## src/rtl/axis_pkt_gen.sv

```systemverilog
// AXI-Stream packet generator: byte-incrementing pattern packets with
// programmable length, count and inter-frame gap.
module axis_pkt_gen #(
  parameter int DATA_WIDTH = 64,
  parameter int KEEP_WIDTH = (DATA_WIDTH + 7) / 8,
  parameter int LEN_WIDTH  = 16,
  parameter int CNT_WIDTH  = 16
) (
  input  logic                  m_axis_aclk,
  input  logic                  m_axis_aresetn,
  input  logic                  start,
  input  logic [LEN_WIDTH-1:0]  pkt_len,
  input  logic [CNT_WIDTH-1:0]  pkt_count,
  input  logic [CNT_WIDTH-1:0]  ifg,
  input  logic [7:0]            seed,
  output logic                  busy,
  output logic                  done,
  output logic [31:0]           tx_pkts,
  output logic                  m_axis_tvalid,
  input  logic                  m_axis_tready,
  output logic [DATA_WIDTH-1:0] m_axis_tdata,
  output logic [KEEP_WIDTH-1:0] m_axis_tkeep,
  output logic                  m_axis_tlast
);

  typedef enum logic [1:0] {
    IDLE,
    SEND,
    GAP
  } state_t;

  localparam logic [LEN_WIDTH-1:0] KW_L = LEN_WIDTH'(KEEP_WIDTH);

  // Assert asynchronously, release on a clock edge.
  logic [1:0] rst_sr;
  logic       rst_n;

  always_ff @(posedge m_axis_aclk or negedge m_axis_aresetn) begin
    if (!m_axis_aresetn) rst_sr <= 2'b00;
    else                 rst_sr <= {rst_sr[0], 1'b1};
  end

  assign rst_n = rst_sr[1];

  state_t                state_q, state_d;
  logic [LEN_WIDTH-1:0]  len_q, len_d;
  logic [CNT_WIDTH-1:0]  cnt_q, cnt_d;
  logic [CNT_WIDTH-1:0]  ifg_q, ifg_d;
  logic [CNT_WIDTH-1:0]  p_q, p_d;
  logic [CNT_WIDTH-1:0]  gap_q, gap_d;
  logic [LEN_WIDTH-1:0]  rem_q, rem_d;
  logic [7:0]            pkt_byte_q, pkt_byte_d;
  logic [7:0]            beat_byte_q, beat_byte_d;
  logic                  busy_q, busy_d;
  logic                  done_q, done_d;
  logic [31:0]           tx_q, tx_d;
  logic                  tvalid_q, tvalid_d;
  logic [DATA_WIDTH-1:0] tdata_q, tdata_d;
  logic [KEEP_WIDTH-1:0] tkeep_q, tkeep_d;
  logic                  tlast_q, tlast_d;

  logic                  load;
  logic                  clr;
  logic [LEN_WIDTH-1:0]  ld_rem;
  logic [7:0]            ld_byte;

  always_ff @(posedge m_axis_aclk or negedge rst_n) begin
    if (!rst_n) begin
      state_q     <= IDLE;
      len_q       <= '0;
      cnt_q       <= '0;
      ifg_q       <= '0;
      p_q         <= '0;
      gap_q       <= '0;
      rem_q       <= '0;
      pkt_byte_q  <= '0;
      beat_byte_q <= '0;
      busy_q      <= 1'b0;
      done_q      <= 1'b0;
      tx_q        <= '0;
      tvalid_q    <= 1'b0;
      tdata_q     <= '0;
      tkeep_q     <= '0;
      tlast_q     <= 1'b0;
    end else begin
      state_q     <= state_d;
      len_q       <= len_d;
      cnt_q       <= cnt_d;
      ifg_q       <= ifg_d;
      p_q         <= p_d;
      gap_q       <= gap_d;
      rem_q       <= rem_d;
      pkt_byte_q  <= pkt_byte_d;
      beat_byte_q <= beat_byte_d;
      busy_q      <= busy_d;
      done_q      <= done_d;
      tx_q        <= tx_d;
      tvalid_q    <= tvalid_d;
      tdata_q     <= tdata_d;
      tkeep_q     <= tkeep_d;
      tlast_q     <= tlast_d;
    end
  end

  always_comb begin
    state_d     = state_q;
    len_d       = len_q;
    cnt_d       = cnt_q;
    ifg_d       = ifg_q;
    p_d         = p_q;
    gap_d       = gap_q;
    rem_d       = rem_q;
    pkt_byte_d  = pkt_byte_q;
    beat_byte_d = beat_byte_q;
    busy_d      = busy_q;
    done_d      = 1'b0;
    tx_d        = tx_q;
    tvalid_d    = tvalid_q;
    tdata_d     = tdata_q;
    tkeep_d     = tkeep_q;
    tlast_d     = tlast_q;
    load        = 1'b0;
    clr         = 1'b0;
    ld_rem      = rem_q;
    ld_byte     = beat_byte_q;

    unique case (state_q)
      IDLE: begin
        if (start && pkt_len != '0 && pkt_count != '0) begin
          len_d      = pkt_len;
          cnt_d      = pkt_count;
          ifg_d      = ifg;
          p_d        = '0;
          pkt_byte_d = seed;
          busy_d     = 1'b1;
          state_d    = SEND;
          load       = 1'b1;
          ld_rem     = pkt_len;
          ld_byte    = seed;
        end
      end
      SEND: begin
        if (tvalid_q && m_axis_tready) begin
          if (!tlast_q) begin
            load    = 1'b1;
            ld_rem  = rem_q - KW_L;
            ld_byte = beat_byte_q + 8'(KEEP_WIDTH);
          end else begin
            tx_d       = tx_q + 32'd1;
            p_d        = p_q + 1'b1;
            pkt_byte_d = pkt_byte_q + 8'd1;
            if (p_d == cnt_q) begin
              state_d = IDLE;
              busy_d  = 1'b0;
              done_d  = 1'b1;
              clr     = 1'b1;
            end else if (ifg_q != '0) begin
              state_d = GAP;
              gap_d   = ifg_q;
              clr     = 1'b1;
            end else begin
              load    = 1'b1;
              ld_rem  = len_q;
              ld_byte = pkt_byte_q + 8'd1;
            end
          end
        end
      end
      GAP: begin
        // Counter holds the remaining idle cycles including this one.
        if (gap_q == CNT_WIDTH'(1)) begin
          state_d = SEND;
          load    = 1'b1;
          ld_rem  = len_q;
          ld_byte = pkt_byte_q;
        end else begin
          gap_d = gap_q - 1'b1;
        end
      end
      default: state_d = IDLE;
    endcase

    if (load) begin
      tvalid_d    = 1'b1;
      rem_d       = ld_rem;
      beat_byte_d = ld_byte;
      tdata_d     = '0;
      tkeep_d     = '0;
      for (int i = 0; i < KEEP_WIDTH; i++) begin
        if (LEN_WIDTH'(i) < ld_rem) begin
          tdata_d[8*i +: 8] = ld_byte + 8'(i);
          tkeep_d[i]        = 1'b1;
        end
      end
      tlast_d = (ld_rem <= KW_L);
    end else if (clr) begin
      tvalid_d = 1'b0;
      tdata_d  = '0;
      tkeep_d  = '0;
      tlast_d  = 1'b0;
    end
  end

  assign busy          = busy_q;
  assign done          = done_q;
  assign tx_pkts       = tx_q;
  assign m_axis_tvalid = tvalid_q;
  assign m_axis_tdata  = tdata_q;
  assign m_axis_tkeep  = tkeep_q;
  assign m_axis_tlast  = tlast_q;

endmodule

```

## config.mk

```make
export PLATFORM = sky130hd
export DESIGN_NAME = axis_pkt_gen
export DESIGN_NICKNAME = d
export VERILOG_FILES = /design/src/rtl/axis_pkt_gen.sv
export SDC_FILE = /design/constraint.sdc
export NUM_CORES = 1
export LEC_CHECK = 0
export CORE_MARGIN = 3
export CORE_UTILIZATION = 30
export CTS_CLUSTER_SIZE = 28
export DETAILED_ROUTE_END_ITERATION = 10
export SETUP_SLACK_MARGIN = 0.05
export SYNTH_ARGS = -nofsm -noshare
export SYNTH_HDL_FRONTEND = slang
export SYNTH_SLANG_ARGS = --single-unit
```

## constraint.sdc

```tcl
create_clock -name m_axis_aclk -period 13.3 [get_ports m_axis_aclk]
set_input_delay 1.33 -clock m_axis_aclk [delete_from_list [all_inputs] [get_ports m_axis_aclk]]
set_output_delay 1.33 -clock m_axis_aclk [all_outputs]
set_load 0.05 [all_outputs]
```

# ---- Word-level counts from Yosys, hierarchy flattened
# Index checks and enable logic that the tools add are counted.
dict set report op_classes {
  add_sub_neg 13
  n_lt_le_gt_ge 9
  n_eq_ne 13
  mux 79
  n_reduce_logical 16
}
# cell count
set ops {}
lappend ops {{16-bit 2-to-1 mux} 14}
lappend ops {{8-bit 2-to-1 mux} 19}
lappend ops {{64-bit 2-to-1 mux} 2}
lappend ops {{3-bit by 16-bit less-than comparator with 1-bit output, first input constant} 4}
lappend ops {{16-bit case mux with 2 select lines} 2}
lappend ops {{16-bit case mux with 3 select lines} 1}
lappend ops {{16-bit nonzero test} 3}
lappend ops {{32-bit by 1-bit adder with 32-bit output, second input constant} 1}
lappend ops {{8-bit by 3-bit adder with 8-bit output, second input constant} 4}
lappend ops {{1-bit by 16-bit less-than comparator with 1-bit output, first input constant} 2}
lappend ops {{2-bit by 16-bit less-than comparator with 1-bit output, first input constant} 2}
lappend ops {{1-bit 2-to-1 mux} 30}
lappend ops {{8-bit case mux with 3 select lines} 1}
lappend ops {{16-bit by 1-bit adder with 16-bit output, second input constant} 1}
lappend ops {{8-bit by 1-bit adder with 8-bit output, second input constant} 2}
lappend ops {{8-bit by 2-bit adder with 8-bit output, second input constant} 2}
lappend ops {{16-bit by 1-bit == test with 1-bit output, second input constant} 1}
lappend ops {{16-bit == test} 1}
lappend ops {{16-bit by 4-bit less-or-equal comparator with 1-bit output, second input constant} 1}
lappend ops {{2-bit != test, second input constant} 8}
lappend ops {{8-bit case mux with 2 select lines} 1}
lappend ops {{16-bit by 1-bit subtractor with 16-bit output, second input constant} 1}
lappend ops {{16-bit by 4-bit subtractor with 16-bit output, second input constant} 1}
lappend ops {{2-bit 2-to-1 mux} 6}
lappend ops {{15 further kinds} 20}
dict set report word_totals {
  register_bits 224
  inputBits 60
  out_inout_bits 108
}

# ---- Logic depth before layout (Yosys ltp)
dict set report depth {
  depth_word 9
  ltp_mapped 19
}

# ---- Worst setup path after synthesis
# Ideal clock, no wire load.
dict set report synth_path {
  path_type {input -> register}
  start {input port pkt_len[12]}
  end {register tdata_q[54] (netlist: m_axis_tdata[54])}
  setup_ns 0.121
  t_arrival_ns 5.017
  required_time_ns 13.179
  setup_slack_ns 8.162
  path_stages 15
  n_path_buf 3
  cell_sequence {or4_1 > o41ai_4 > nor4_2 > clkbuf_1 > buf_1 > a221o_1 > a221o_1 > o21ai_1 > inv_1 > ha_1 > clkbuf_1 > a21oi_1 > nor2_1 > xnor2_1 > a22o_1}
}
dict set report synth_between {
  elab_chain_len 8
  word_cells_on_any_way 14
  classes_between {add/sub: 1; order compare: 1; mux: 8; reduce/logical: 4}
}
# item line
set synth_lines {}
lappend synth_lines {{start: declaration} 12} ;# input logic [LEN_WIDTH-1:0] pkt_len,
lappend synth_lines {{16-bit nonzero test} 129} ;# if (start && pkt_len != '0 && pkt_count != '0) begin
lappend synth_lines {{1-bit logical AND (2 in a row)} 129}
lappend synth_lines {{8-bit 2-to-1 mux} 129}
lappend synth_lines {{8-bit case mux with 3 select lines} 127} ;# unique case (state_q)
lappend synth_lines {{net ld_byte[2]} 65} ;# logic [7:0] ld_byte;
lappend synth_lines {{8-bit by 3-bit adder with 8-bit output} 191} ;# tdata_d[8*i +: 8] = ld_byte + 8'(i);
lappend synth_lines {{8-bit 2-to-1 mux} 190} ;# if (LEN_WIDTH'(i) < ld_rem) begin
lappend synth_lines {{64-bit 2-to-1 mux} 183} ;# if (load) begin
lappend synth_lines {{end signal: assignment} 99} ;# tdata_q <= tdata_d;
lappend synth_lines {{end: declaration} 58} ;# logic [DATA_WIDTH-1:0] tdata_q, tdata_d;
# The timed path passes the listed nets, and every way through them passes these cells.
# A chain may end at the register's enable or synchronous reset.

# ---- Final worst setup path
dict set report layout_path {
  start {input port pkt_len[1]}
  end {register tkeep_q[2] (netlist: m_axis_tkeep[2])}
}
dict set report layout_between {
  elab_chain_len 8
  word_cells_on_any_way 11
  classes_between {order compare: 1; mux: 6; reduce/logical: 4}
}
# item line
set layout_lines {}
lappend layout_lines {{16-bit nonzero test} 129}
lappend layout_lines {{1-bit logical AND (2 in a row)} 129}
lappend layout_lines {{16-bit 2-to-1 mux} 129}
lappend layout_lines {{16-bit case mux with 3 select lines} 127}
lappend layout_lines {{2-bit by 16-bit less-than comparator with 1-bit output} 190}
lappend layout_lines {{1-bit 2-to-1 mux} 190}
lappend layout_lines {{8-bit 2-to-1 mux} 183}
lappend layout_lines {{end signal: assignment} 100} ;# tkeep_q <= tkeep_d;
lappend layout_lines {{end: declaration} 59} ;# logic [KEEP_WIDTH-1:0] tkeep_q, tkeep_d;
# Several ways; a longest one is shown, not always the timed one.

==> results.py <==
metrics = {
    "run_status": {
        "status": "completed",
    },
    "synthesis": {
        "async_flop_share_pct": 100,
        "syn_area_per_cell_um2": 9.02,
        "synthAdderAreaFrac_pct": 1.64,
        "synth_edf_count": 0,
        "synth_top_flop_cell": "dfrtp_1",
        "synthXorXnorAreaFrac_pct": 7.66,
        "ys_types": 87,
        "yosys.area.top_type": "dfrtp_1",
        "syn_area_um2": 12200,
        "synthMuxAreaShare_pct": 0.544,
        "synth.top_cell.area_share_pct": 46.0,
        "synth_area_leaders": "dfrtp_1 (46%), nand2_1 (7.8%), xnor2_1 (6.0%)",
        "yosys_warnings": 0,
        "synth_top_family_by_area": "simple AND/OR/NAND/NOR gates",
        "synthSimpleGateAreaFrac_pct": 20.5,
        "syn_inst": 1351,
        "seq_area_frac_synth_pct": 46.0,
        "synth-compound-area-share_pct": 19.8,
        "ys_ff_latch": 224,
        "synthesis.nets": 1427,
    },
    "timing": {
        "min_period_over_period_pct": 49.4,
        "relSlewSlack_pct": 17.2,
        "setup_viol_count_final": 0,
        "rsz0062_at_grt": "false",
        "min_period_ns": 6.57,
        "clock_skew_ns": 0.0149,
        "slew_viol_final": 0,
        "max_freq_ghz": 0.152,
        "worstMarginPinSlew_ns": 1.23,
        "fin_setup_tns_ns": 0,
        "final-hold-violation-count": 0,
        "fin_ws_ns": 6.73,
    },
    "cts": {
        "cts_root_buffer": "clkbuf_16",
        "hold_buffers": 0,
        "clk_pin_slew_worst_paths_ns": 0.06,
        "ctsResizeCount": 0,
        "cts_tree": "built",
        "numCtsBuffers": 27,
        "cts_max_level": 1,
        "clock_path_buffers": 3,
        "cts_setup_buffers": 0,
        "clkSinkCount": 224,
        "clk-insertion-delay-late_ns": 0.54,
    },
    "cells_and_area": {
        "nets": 1563,
        "syn2layout_area_growth_pct": 25.9,
        "final_layout_size_suffix_gt1_share_pct": 6.98,
    },
    "global_route": {
        "grt_pass1_wl_um": 60200,
        "first_global_vias": 10747,
        "grt_overflow": 0,
        "gr-usage-all-layers_pct": 16.9,
        "grt_max_degree": 76,
        "antenna_found_initial": 2,
    },
    "placement": {
        "place_congestion": 0.898,
        "dp_hpwl_um": 26500,
        "io_buffers": 167,
        "pre_cts_ws_ns": 6.34,
    },
    "hold_path": {
        "min-delay-path-class": "register to asynchronous set/reset pin",
    },
    "critical_path": {
        "critPathKind": "primary input to register",
        "critPathRequiredTime_ns": 13.72,
        "cp-start-kind": "primary input",
        "end_kind": "register",
        "critPathArrivalTime_ns": 6.99,
        "worstPathMaxFanout": 39,
    },
    "drt": {
        "vias": 10827,
        "firstDrtPassIters": 7,
        "routed_via_density": 5.33,
        "wl_per_cell_um": 18.5,
        "postRouteAntennaNets": 0,
        "drcViolationCount": 0,
        "drt_iter0_drc": 794,
        "finalWirelength_um": 37600,
    },
    "floorplan": {
        "dieHeight_um": 208,
        "pin_count": 168,
        "num_rows": 73,
        "initial_utilization_pct": 30.5,
        "die_w_um": 208,
        "core_um2": 39900,
        "dieArea_um2": 43100,
    },
    "power": {
        "powerDensity_nw_per_um2": 244,
        "power.ir.vdd_worst_mv": 0.0912,
        "p_leak_nw": 6.46,
    },
    "run": {
        "cap_violations": 0,
    },
}
==> placed cells by master (no fill, tap or decap), drive strengths merged, types with 12 or more instances in the layout <==
master,n
nand2,253
dfrtp,224
clkdlybuf4s50,167
o21ai,106
nor2,88
xnor2,83
a21oi,70
nand3,49
inv,41
clkbuf,35
nor3,27
xor2,21
a22o,20
a21o,17
ha,16
buf,16
o31ai,15
or4,15
nor4,15
a22oi,14
o22ai,14
and2,13
and3,12
or3,12
==> state kept, by name (all words and copies together) (netlist names) <==
name,flops
m_axis_tdata,64
rem_q,16
pkt_byte_q,8
p_q,16
m_axis_tkeep,8
busy,1
ifg_q,16
tx_pkts,32
m_axis_tlast,1
state_q,2
m_axis_tvalid,1
gap_q,16
beat_byte_q,8
cnt_q,16
len_q,16
rst_sr,2
done,1
==> area by class of cell <==
cell class              instances  area, um2
inverters                      40        150
well taps                     525        657
clock inverters                12        245
flip-flops and latches        224       5610
multi-input cells            1011       6140
clock buffers                  35        746
diodes                          1       2.50
fillers                      3945      24600
repair buffers                183       1790
==> cell usage after synthesis, types with 4 or more instances <==
master     count
a31o_2         4
a211oi_1       7
nand2_1      252
nor4_2         4
nor2b_1        5
o21ai_1       25
a21oi_1       70
buf_2          8
or4_1         12
nand4_1       10
xnor2_1       83
nand2b_1      11
xor2_1        21
o21ai_0       81
or3_1         12
or2_2          4
nor2_1        88
inv_2          4
dfrtp_1      224
and2_1        12
clkbuf_1      59
o31ai_1       15
buf_1          6
o21a_1         6
ha_1          16
a221o_1        7
inv_1         36
mux2_2         5
nor3_1        26
a31oi_1       10
o32ai_1        4
and3_1        12
a22oi_1       14
a21o_1        17
nor4_1         9
o22ai_1       12
o211ai_1       7
o2bb2ai_1      6
a22o_1        20
nand3_1       47
a32o_1        10
==> per-layer routing <==
| metal | global-route usage (%) | up-vias | wire, um |
|---|---|---|---|
| met5 | 0 | - | 9 |
| met4 | 5.81 | 2 | 1170 |
| met3 | 3.14 | 74 | 2340 |
| met2 | 27.4 | 374 | 17100 |
| met1 | 22.9 | 5300 | 17000 |
| li1 | - | 5077 | - |
==> stage by stage <==
step | power, mW | area, um2 | hold slack [ns] | cells | utilization (%)
CTS | 3.77 | 15300 | 0.260 | 2030 | 38.4
global route | 3.98 | 15300 | 0.275 | 2031 | 38.4
detailed placement | 2.92 | 14300 | 0.258 | 1983 | 35.9
finish | 3.75 | 15300 | 0.240 | 2031 | 38.4
floorplan | 2.37 | 12200 | 0.331 | 1351 | -
global placement | 2.89 | 14300 | 0.254 | 1983 | 35.9
==> critical path, stage by stage <==
cell and delay [ns]:
clkdlybuf4s50_1 0.53, or4_1 0.63, o41ai_4 0.46, nor4_4 0.09
buf_4 0.29, o2bb2ai_1 0.22, a2111o_1 0.37, a21oi_1 0.13
a211oi_1 0.09, nor4_1 0.47, nand3_1 0.17, nor4_2 1.05
a31oi_1 0.68, a221o_1 0.46
==> report_power, final <==
group / switching [mW] / internal [mW] / leakage [nW]
Clock: 0.295 / 0.529 / 0.482
Sequential: 0.240 / 0.927 / 2.84
Combinational: 1.12 / 0.642 / 3.14
==> logic make-up after synthesis <==
family,Yosys count
xor gates and xnor gates,105
buffers and inverters,116
AOI/OAI and AO/OA,357
DFF,224
and+or+nand+nor,526
other,1
adders and majority gates,16
muxes,6
==> worst paths after layout <==
kind / from / to / slack (ns) / cells past startpoint
worst min register to register: rst_sr[1]$_DFF_PN0_ / m_axis_tdata[32]$_DFFE_PN0P_ / 0.24 / 0
worst min-delay path: rst_sr[1]$_DFF_PN0_ / m_axis_tdata[32]$_DFFE_PN0P_ / 0.24 / 0
worst max register to register: p_q[0]$_DFFE_PN0P_ / m_axis_tkeep[2]$_DFFE_PN0P_ / 7.20 / 13
min in group m_axis_aclk: rst_sr[0]$_DFF_PN0_ / rst_sr[1]$_DFF_PN0_ / 0.35 / 0
worst max-delay path: pkt_len[1] / m_axis_tkeep[2]$_DFFE_PN0P_ / 6.73 / 14
max in group asynchronous: rst_sr[1]$_DFF_PN0_ / tx_pkts[31]$_DFFE_PN0P_ / 11.10 / 2
Note: power is estimated with default switching activity, not from simulation.
